### config.mk
export PLATFORM = sky130hd
export DESIGN_NAME = lcd_line_draw
export DESIGN_NICKNAME = d
export VERILOG_FILES = /design/src/rtl/lcd_line_draw.sv
export SDC_FILE = /design/constraint.sdc
export NUM_CORES = 1
export LEC_CHECK = 0
export BUFFER_PORTS_ARGS = -buffer_cell sky130_fd_sc_hd__buf_2
export CORE_UTILIZATION = 30
export CTS_CLUSTER_SIZE = 28
export DETAILED_ROUTE_END_ITERATION = 10
export GPL_TIMING_DRIVEN = 1
export PLACE_DENSITY_LB_ADDON = 0.3
export SLEW_MARGIN = 15
export SYNTH_ARGS = -nofsm -noshare
export SYNTH_HDL_FRONTEND = slang
export SYNTH_SLANG_ARGS = --single-unit
### constraint.sdc
create_clock -name clk -period 10.2 [get_ports clk]
set_input_delay 0 -clock clk [delete_from_list [all_inputs] [get_ports clk]]
set_output_delay 0 -clock clk [all_outputs]
set_load 0.02 [all_outputs]
### src/rtl/lcd_line_draw.sv
// lcd_line_draw: line-draw front end for the SPI ST7789 pixel core.
// Takes a line command (two signed endpoints plus an RGB565 colour) and
// walks it with integer Bresenham. Each pixel is issued as one plot pulse
// over the pixel core's plot/busy handshake.
//
// Ports:
//   clk, reset          system clock; synchronous active-high reset
//   start               line request, sampled only while ready=1
//   x0, y0, x1, y1      signed endpoints (c_coord_bits wide)
//   color               RGB565 line colour
//   ready               high while idle; a command may be accepted
//   done                one-cycle pulse when a line completes
//   pixel_busy          busy from the pixel core
//   plot                one-cycle plot request to the pixel core
//   x, y, color_out     pixel coordinate and colour; held between plots
//   pix_count           pixels plotted in the current/last line (saturating)
//
// Optional build macro: LCD_LINE_CLIP_EN. When it is defined, pixels off the
// c_x_size x c_y_size screen are skipped without a plot and cost one cycle.
module lcd_line_draw #(
  parameter int unsigned c_coord_bits = 16,
  parameter int unsigned c_x_size     = 240,
  parameter int unsigned c_y_size     = 240
) (
  input  logic                           clk,
  input  logic                           reset,
  input  logic                           start,
  input  logic signed [c_coord_bits-1:0] x0,
  input  logic signed [c_coord_bits-1:0] y0,
  input  logic signed [c_coord_bits-1:0] x1,
  input  logic signed [c_coord_bits-1:0] y1,
  input  logic        [15:0]             color,
  output logic                           ready,
  output logic                           done,
  input  logic                           pixel_busy,
  output logic                           plot,
  output logic        [15:0]             x,
  output logic        [15:0]             y,
  output logic        [15:0]             color_out,
  output logic        [15:0]             pix_count
);

  localparam int unsigned c_d_bits  = c_coord_bits + 1;  // |delta| and -|delta|
  localparam int unsigned c_e_bits  = c_coord_bits + 2;  // Bresenham error
  localparam int unsigned c_e2_bits = c_coord_bits + 3;  // 2*err

`ifdef LCD_LINE_CLIP_EN
  localparam bit clip_en = 1'b1;
`else
  localparam bit clip_en = 1'b0;
`endif

  typedef enum logic [2:0] {
    S_IDLE, S_SETUP, S_ISSUE, S_HOLD, S_WAIT, S_STEP
  } state_t;

  state_t                         state_q, state_d;
  logic signed [c_coord_bits-1:0] x0_q, x0_d, y0_q, y0_d, x1_q, x1_d, y1_q, y1_d;
  logic        [15:0]             col_q, col_d;
  logic signed [c_d_bits-1:0]     dx_q, dx_d, dy_q, dy_d;
  logic                           sx_neg_q, sx_neg_d, sy_neg_q, sy_neg_d;
  logic signed [c_e_bits-1:0]     err_q, err_d;
  logic signed [c_coord_bits-1:0] cur_x_q, cur_x_d, cur_y_q, cur_y_d;
  logic        [15:0]             x_q, x_d, y_q, y_d, color_out_q, color_out_d;
  logic        [15:0]             pix_count_q, pix_count_d;
  logic                           plot_q, plot_d, done_q, done_d, ready_q, ready_d;

  logic signed [c_d_bits-1:0]     ddx_c, ddy_c, adx_c, ady_c;
  logic signed [c_e2_bits-1:0]    e2_c;
  logic                           step_x_c, step_y_c, at_end_c, in_screen_c, clip_c;

  // Setup arithmetic: widened deltas cannot overflow for any endpoint pair.
  always_comb begin
    ddx_c = c_d_bits'(x1_q) - c_d_bits'(x0_q);
    ddy_c = c_d_bits'(y1_q) - c_d_bits'(y0_q);
    adx_c = (ddx_c < 0) ? -ddx_c : ddx_c;
    ady_c = (ddy_c < 0) ? -ddy_c : ddy_c;
  end

  // Step decisions both come from the current err.
  always_comb begin
    e2_c     = $signed({err_q, 1'b0});
    step_x_c = (e2_c >= c_e2_bits'(dy_q));
    step_y_c = (e2_c <= c_e2_bits'(dx_q));
    at_end_c = (cur_x_q == x1_q) && (cur_y_q == y1_q);
  end

  // On-screen test; only consulted when clipping is built in.
  always_comb begin
    in_screen_c = !cur_x_q[c_coord_bits-1] && !cur_y_q[c_coord_bits-1] &&
                  ({1'b0, cur_x_q} < c_d_bits'(c_x_size)) &&
                  ({1'b0, cur_y_q} < c_d_bits'(c_y_size));
    clip_c      = clip_en && !in_screen_c;
  end

  // Next-state and output logic.
  always_comb begin
    state_d     = state_q;
    x0_d        = x0_q;
    y0_d        = y0_q;
    x1_d        = x1_q;
    y1_d        = y1_q;
    col_d       = col_q;
    dx_d        = dx_q;
    dy_d        = dy_q;
    sx_neg_d    = sx_neg_q;
    sy_neg_d    = sy_neg_q;
    err_d       = err_q;
    cur_x_d     = cur_x_q;
    cur_y_d     = cur_y_q;
    x_d         = x_q;
    y_d         = y_q;
    color_out_d = color_out_q;
    pix_count_d = pix_count_q;
    plot_d      = 1'b0;
    done_d      = 1'b0;
    ready_d     = 1'b0;

    case (state_q)
      S_IDLE: begin
        if (start) begin
          x0_d        = x0;
          y0_d        = y0;
          x1_d        = x1;
          y1_d        = y1;
          col_d       = color;
          pix_count_d = '0;
          state_d     = S_SETUP;
        end
      end

      S_SETUP: begin
        dx_d     = adx_c;
        dy_d     = -ady_c;
        sx_neg_d = !(x0_q < x1_q);
        sy_neg_d = !(y0_q < y1_q);
        err_d    = c_e_bits'(adx_c) - c_e_bits'(ady_c);
        cur_x_d  = x0_q;
        cur_y_d  = y0_q;
        state_d  = S_ISSUE;
      end

      S_ISSUE: begin
        if (clip_c) begin
          // Off-screen pixel: skip the handshake entirely.
          done_d  = at_end_c;
          state_d = at_end_c ? S_IDLE : S_STEP;
        end else if (!pixel_busy) begin
          plot_d      = 1'b1;
          x_d         = 16'($unsigned(cur_x_q));
          y_d         = 16'($unsigned(cur_y_q));
          color_out_d = col_q;
          pix_count_d = (pix_count_q == 16'hFFFF) ? pix_count_q : pix_count_q + 16'd1;
          state_d     = S_HOLD;
        end
      end

      // The core raises busy one cycle after it samples plot, so busy is
      // not meaningful here yet.
      S_HOLD: state_d = S_WAIT;

      S_WAIT: begin
        if (!pixel_busy) begin
          done_d  = at_end_c;
          state_d = at_end_c ? S_IDLE : S_STEP;
        end
      end

      S_STEP: begin
        if (step_x_c) begin
          err_d   = err_d + c_e_bits'(dy_q);
          cur_x_d = sx_neg_q ? cur_x_q - c_coord_bits'(1) : cur_x_q + c_coord_bits'(1);
        end
        if (step_y_c) begin
          err_d   = err_d + c_e_bits'(dx_q);
          cur_y_d = sy_neg_q ? cur_y_q - c_coord_bits'(1) : cur_y_q + c_coord_bits'(1);
        end
        state_d = S_ISSUE;
      end

      default: state_d = S_IDLE;
    endcase

    ready_d = (state_d == S_IDLE);
  end

  // State and datapath registers.
  always_ff @(posedge clk) begin
    if (reset) begin
      state_q     <= S_IDLE;
      x0_q        <= '0;
      y0_q        <= '0;
      x1_q        <= '0;
      y1_q        <= '0;
      col_q       <= '0;
      dx_q        <= '0;
      dy_q        <= '0;
      sx_neg_q    <= 1'b0;
      sy_neg_q    <= 1'b0;
      err_q       <= '0;
      cur_x_q     <= '0;
      cur_y_q     <= '0;
      x_q         <= '0;
      y_q         <= '0;
      color_out_q <= '0;
      pix_count_q <= '0;
      plot_q      <= 1'b0;
      done_q      <= 1'b0;
      ready_q     <= 1'b1;
    end else begin
      state_q     <= state_d;
      x0_q        <= x0_d;
      y0_q        <= y0_d;
      x1_q        <= x1_d;
      y1_q        <= y1_d;
      col_q       <= col_d;
      dx_q        <= dx_d;
      dy_q        <= dy_d;
      sx_neg_q    <= sx_neg_d;
      sy_neg_q    <= sy_neg_d;
      err_q       <= err_d;
      cur_x_q     <= cur_x_d;
      cur_y_q     <= cur_y_d;
      x_q         <= x_d;
      y_q         <= y_d;
      color_out_q <= color_out_d;
      pix_count_q <= pix_count_d;
      plot_q      <= plot_d;
      done_q      <= done_d;
      ready_q     <= ready_d;
    end
  end

  assign ready     = ready_q;
  assign done      = done_q;
  assign plot      = plot_q;
  assign x         = x_q;
  assign y         = y_q;
  assign color_out = color_out_q;
  assign pix_count = pix_count_q;

endmodule

# After elaboration in Yosys (flattened, before gate mapping)
# Cells that the tools add are included.
dict set report totals {
  ff_bits 236
  latchBits 0
  ram_bits 0
  mem_bits_ro 0
  inputBits 84
  output_inout_bits 67
  elab_cells 92
  mem_count 0
}
dict set report op_classes {
  n_addsub 13
  mul 0
  div 0
  n_lt_le_gt_ge 6
  eq_ne 13
  shift 0
  muxes 22
  bitwise 3
  n_reduce_logical 15
}
# operator n
set ops {}
lappend ops {{$mux 16} 7}
lappend ops {{$pmux 16 s2} 3}
lappend ops {{$mux 18} 3}
lappend ops {{$neg 17->17} 3}
lappend ops {{$add 18x17->18} 2}
lappend ops {{$pmux 18 s2} 1}
lappend ops {{$lt 17x1->1 const B} 2}
lappend ops {{$mux 17} 2}
lappend ops {{$sub 16x16->17} 2}
lappend ops {{$add 16x2->16 const B} 2}
lappend ops {{$eq 16x16->1} 2}
lappend ops {{$lt 16x16->1} 2}
lappend ops {{$sub 16x2->16 const B} 2}
lappend ops {{$ge 19x17->1} 1}
lappend ops {{$le 19x17->1} 1}
lappend ops {{$sub 17x17->18} 1}
lappend ops {{$add 16x1->16 const B} 1}
lappend ops {{$eq 16x16->1 const B} 1}
lappend ops {{$pmux 3 s5} 1}
lappend ops {{$mux 3} 4}
lappend ops {{$ne 2x2->1 const B} 5}
lappend ops {{$reduce_and 2->1} 4}
lappend ops {{$eq 3x2->1 const B} 2}
lappend ops {{$eq 3x3->1 const B} 2}
lappend ops {{10 further kinds} 16}

# Depth between registers and ports, before layout
dict set report logic_depth {
  word_depth 6
  ltp_mapped 26
  ltp_nobuf 25
}

# Worst setup path before layout
# No wires, ideal clock.
dict set report synth_timing {
  path_type {register to register}
  startpoint {reg dy_q[8]}
  endpoint {reg err_q[14]}
  setup_time_ns 0.103
  t_arrival_ns 4.869
  required_ns 10.097
  setup_slack_ns 5.228
  stages_incl_launch_ff 26
  n_path_buf 1
  period_less_slack_ns 4.972
  path_cell_list {dfxtp_1 inv_1 ha_1 a21o_1 a21o_1 a21o_1 a21oi_1 o221a_2 o21a_1 mux2i_1 clkbuf_1 mux2_2 ha_1 inv_1 fa_1 nor2b_1 o21ai_0 a21boi_0 o21ai_0 a21o_1 a21oi_1 o21ai_0 o2bb2ai_1 o31a_1 and4_1 a2111oi_2}
}
dict set report synth_via {
  elab_chain_cells 6
  word_cells_on_any_way 7
  classes_between {add/sub: 2; order compare: 1; mux: 4}
}
# element line
set synth_rtl {}
lappend synth_rtl {{from (decl)} 60} ;# logic signed [c_d_bits-1:0] dx_q, dx_d, dy_q, dy_d;
lappend synth_rtl {{from (signal assigned)} 218} ;# dy_q <= dy_d;
lappend synth_rtl {{$add 18x17->18 or $ge 19x17->1 (tied branches)} {171, 83}}
lappend synth_rtl {{$mux 18 *} 170} ;# if (step_x_c) begin
lappend synth_rtl {{$mux 18 *} 119} ;# case (state_q)
lappend synth_rtl {{$add 18x17->18} 175} ;# err_d = err_d + c_e_bits'(dx_q);
lappend synth_rtl {{$mux 18 *} 174} ;# if (step_y_c) begin
lappend synth_rtl {{$pmux 18 s2 *} 119}
lappend synth_rtl {{to (signal assigned)} 221} ;# err_q <= err_d;
lappend synth_rtl {{to (decl)} 62} ;# logic signed [c_e_bits-1:0] err_q, err_d;
# Mark *: on every way between the ends. The rest lies on a longest branch, timed or not. The select of a mux whose other input is x is not followed.
# A chain may end at the register's enable or synchronous reset.

# Worst setup path after layout
dict set report layout_timing {
  startpoint {reg x1_q[0]}
  endpoint {reg err_q[12]}
}
dict set report layout_via {
  elab_chain_cells 5
  word_cells_on_any_way 6
  classes_between {add/sub: 3; order compare: 1; mux: 2}
}
# element line
set layout_rtl {}
lappend layout_rtl {{from (decl)} 58} ;# logic signed [c_coord_bits-1:0] x0_q, x0_d, y0_q, y0_d, x1_q, x1_d, y1_q, y1_d;
lappend layout_rtl {{from (signal assigned)} 193} ;# x1_q <= '0;
lappend layout_rtl {{from (signal assigned)} 214} ;# x1_q <= x1_d;
lappend layout_rtl {{$sub 16x16->17 *} 74} ;# ddx_c = c_d_bits'(x1_q) - c_d_bits'(x0_q);
lappend layout_rtl {{$neg 17->17 or $lt 17x1->1 (tied branches)} 76} ;# adx_c = (ddx_c < 0) ? -ddx_c : ddx_c;
lappend layout_rtl {{$mux 17 *} 76}
lappend layout_rtl {{$sub 17x17->18 *} 137} ;# err_d = c_e_bits'(adx_c) - c_e_bits'(ady_c);
lappend layout_rtl {{$pmux 18 s2 *} 119}
# Mark *: on every way between the ends. The rest lies on a longest branch, timed or not.

==> flow_metrics.py <==
metrics = {
    "yosys": {
        "synth_ff_type": "dfxtp_1",
        "yosys.area.top_type": "dfxtp_1",
        "ys_ff_latch": 236,
        "synth.distinct_cells": 90,
        "ys_async_sr_fraction_pct": 0,
        "syn_avg_cell_area_um2": 7.66,
        "syn-num-nets": 2420,
        "synth_top_area_share_pct": 28.3,
        "synthCells": 2178,
        "ys_warn_count": 0,
        "synth.area.top_cells": "dfxtp_1, ha_1, nand2_1",
        "netlist_area_um2": 16700,
        "synth_edf_count": 0,
        "yosysSeqAreaShare_pct": 28.3,
    },
    "cells_and_area": {
        "fill_cells": 5741,
        "layout.nets": 2618,
        "drive_above_1_share_pct": 11.8,
        "multi_input_area_um2": 11200,
        "syn_to_final_growth_pct": 21.4,
        "regArea_um2": 4720,
    },
    "die": {
        "die_y_um": 238,
        "num_rows": 86,
        "die_area_um2": 56600,
        "die_w_um": 238,
        "initial_core_util_pct": 30.3,
        "core_area_um2": 55000,
        "io_pins": 151,
    },
    "clocking": {
        "numCtsBuffers": 30,
        "cts_tree": "done",
        "cts_setup_buffers": 0,
        "clk_pin_slew_ns": 0.06,
        "htree_levels": 1,
        "clockBufferDepth": 3,
        "clkSinkCount": 236,
        "cts_root_buffer": "clkbuf_16",
        "clk_latency_ns": 0.59,
    },
    "critical_path": {
        "critPathRequiredTime_ns": 10.68,
        "crit_path_start_kind": "flop",
        "cp_max_fo": 11,
        "endpoint_kind": "flop",
        "worstSetupPathType": "flop to flop",
        "critical_path_arrival_ns": 6.09,
    },
    "grt": {
        "grt_max_degree": 98,
        "grt_pass1_vias": 15949,
        "antenna_found_initial": 1,
        "grt_util_all_layers_pct": 18.9,
        "overflow": 0,
        "grt_pass1_wl_mm": 86.2,
    },
    "route": {
        "routedWlPerCell_um": 17.1,
        "routed_wirelength_mm": 54.0,
        "drt_iter0_drc": 1000,
        "antenna_left": 0,
        "vias_per_cell": 5.12,
        "drc_errors": 0,
        "vias": 16127,
        "drtPass1Iterations": 5,
    },
    "pwr": {
        "power.total_mw": 5.18,
        "leakagePower_nw": 8.47,
        "peakVddDrop_uv": 150,
        "power.density_nw_per_um2": 256,
    },
    "min_path": {
        "hp-class": "input port to flop",
    },
    "timing": {
        "period_share_pct": 55.0,
        "timing.slew.headroom_pct": 24.2,
        "hold_viol_final": 0,
        "tns_ns": 0,
        "finalSetupViolations": 0,
        "tightest_slew_ns": 1.13,
        "fin_crit_ns": 5.61,
        "holdWs_ns": 0.202,
        "timing.fmax_mhz": 178,
        "drv_slew": 0,
        "rsz0062_at_grt": "no",
        "finalClockSkew_ns": 0.0257,
    },
    "place": {
        "hpwlAfterDp_mm": 40.1,
        "gp_congestion": 0.941,
        "numPortBuffers": 150,
    },
    "run": {
        "maxCapViolations": 0,
    },
    "outcome": {
        "outcome": "finished, final reports clean",
    },
}
## sequential cells by signal, indices dropped and copies added, names as in the netlist
register   cells
dy_q          17
cur_x_q       16
x1_q          16
dx_q          17
plot           1
ready          1
col_q         16
x0_q          16
color_out     16
err_q         18
y             16
sx_neg_q       1
state_q        3
done           1
y1_q          16
pix_count     16
sy_neg_q       1
y0_q          16
x             16
cur_y_q       16
## metal layers
metal  up-vias  GRT usage, %  part of all wire, %
met2       388          32.6                   47
met4         0          4.97                  2.3
met3        75          2.42                  5.0
met5         -             0                    0
met1      7639          24.6                   45
li1       8025             -                    -
## cells in the mapped netlist (all sizes together) (20+ instances only)
master  number
nand4       20
a21o        44
a211oi      54
dfxtp      236
inv        117
nand3       40
a21oi      250
clkbuf      88
nor3        51
nor2       177
nor2b       27
xor2        79
ha         151
xnor2       92
o21ai       91
nand2      367
## report_power, final
part / internal, mW / total [mW] / switching [mW]
Sequential: 1.00 / 1.12 / 0.113
Clock: 0.709 / 1.16 / 0.454
Combinational: 1.18 / 2.89 / 1.71
## critical path: stages, from the launching register on
cell	delay [ns]
dfxtp_1	0.33
inv_1	0.06
ha_1	0.15
inv_1	0.05
fa_1	0.42
a211oi_1	0.35
o21ai_1	0.17
nand2_1	0.16
nor3_1	0.09
o22ai_1	0.62
a21oi_1	0.34
fa_1	0.52
nor2b_1	0.13
o21ai_0	0.08
nand2b_1	0.11
a21oi_1	0.08
nor2b_1	0.15
nor4_1	0.08
o41ai_1	0.61
nor2_1	0.11
o21ai_2	0.22
a21oi_1	0.11
mux2_1	0.32
o31a_1	0.23
## final timing paths
path,startpoint,slack [ns],cells past startpoint,end
min reg2reg,col_q[7],0.44,2,color_out[7]
max,x1_q[0],4.59,23,err_q[12]
max reg2reg,x1_q[0],4.59,23,err_q[12]
min,x0[8],0.20,4,x0_q[8]
## per-stage QoR
stage,area (um^2),worst slack [ns],cells,utilization [%]
finish,20300,4.59,3147,36.8
global route,20300,4.10,3147,36.8
CTS,20200,4.61,3145,36.8
detailed placement,18200,4.62,2992,33.0
global placement,18200,4.71,2992,33.0
floorplan,16700,5.23,2178,-
## layout by cell type (no fill, tap or decap), types with 6 or more instances in the layout
| cell type | synthesis | final |
|---|---|---|
| o21ai_1 | 10 | 9 |
| fa_1 | 7 | 7 |
| a211oi_1 | 53 | 53 |
| mux2_2 | 13 | 13 |
| nand4_1 | 20 | 20 |
| buf_4 | 0 | 17 |
| and2_1 | 7 | 7 |
| nand2b_1 | 17 | 16 |
| bufinv_16 | 0 | 6 |
| a31oi_1 | 11 | 11 |
| inv_1 | 115 | 115 |
| nand3_1 | 40 | 39 |
| mux2i_1 | 15 | 14 |
| nand2_1 | 365 | 364 |
| a311oi_1 | 11 | 11 |
| o211ai_1 | 11 | 11 |
| xor2_1 | 76 | 76 |
| dlygate4sd3_1 | 0 | 99 |
| a41oi_1 | 6 | 6 |
| nor2_1 | 176 | 175 |
| ha_1 | 151 | 151 |
| dfxtp_1 | 236 | 236 |
| nor3_1 | 48 | 48 |
| or3_1 | 14 | 14 |
| xnor2_1 | 90 | 90 |
| clkbuf_16 | 0 | 30 |
| a21oi_1 | 246 | 245 |
| o21bai_1 | 11 | 11 |
| o31ai_1 | 9 | 9 |
| nor4_1 | 16 | 16 |
| or2_2 | 7 | 7 |
| and3_1 | 11 | 10 |
| o31a_1 | 7 | 7 |
| a21o_1 | 44 | 44 |
| o21a_1 | 9 | 9 |
| or4_1 | 6 | 6 |
| clkinv_2 | 0 | 6 |
| o21ai_0 | 80 | 80 |
| nor2b_1 | 27 | 25 |
| buf_2 | 10 | 149 |
## cells by family after synthesis
group,after synthesis,share of synthesized area (%)
buffers and inverters,218,4.98
multiplexers,29,1.85
AND/OR/NAND/NOR,786,21.3
XOR/XNOR,171,9.20
flip-flops,236,28.3
adder cells (fa/ha/maj),158,12.2
AO/OA/AOI/OAI,580,22.2
## cell type report
cell class | count | area share, %
clock inverter | 20 | 1.47
timing repair buffer | 267 | 9.36
tap | 748 | 4.62
antenna | 1 | 0.0124
inverter | 117 | 2.17
multi-input combinational | 1724 | 55.2
clock buffer | 34 | 3.88
sequential | 236 | 23.3
## what timing repair did
item / in CTS / in global routing
endpoints found under the hold margin: 112 / 0
gates resized for setup: 0 / 0
hold buffers: 99 / 0
Power figures use the tool's default switching activity.
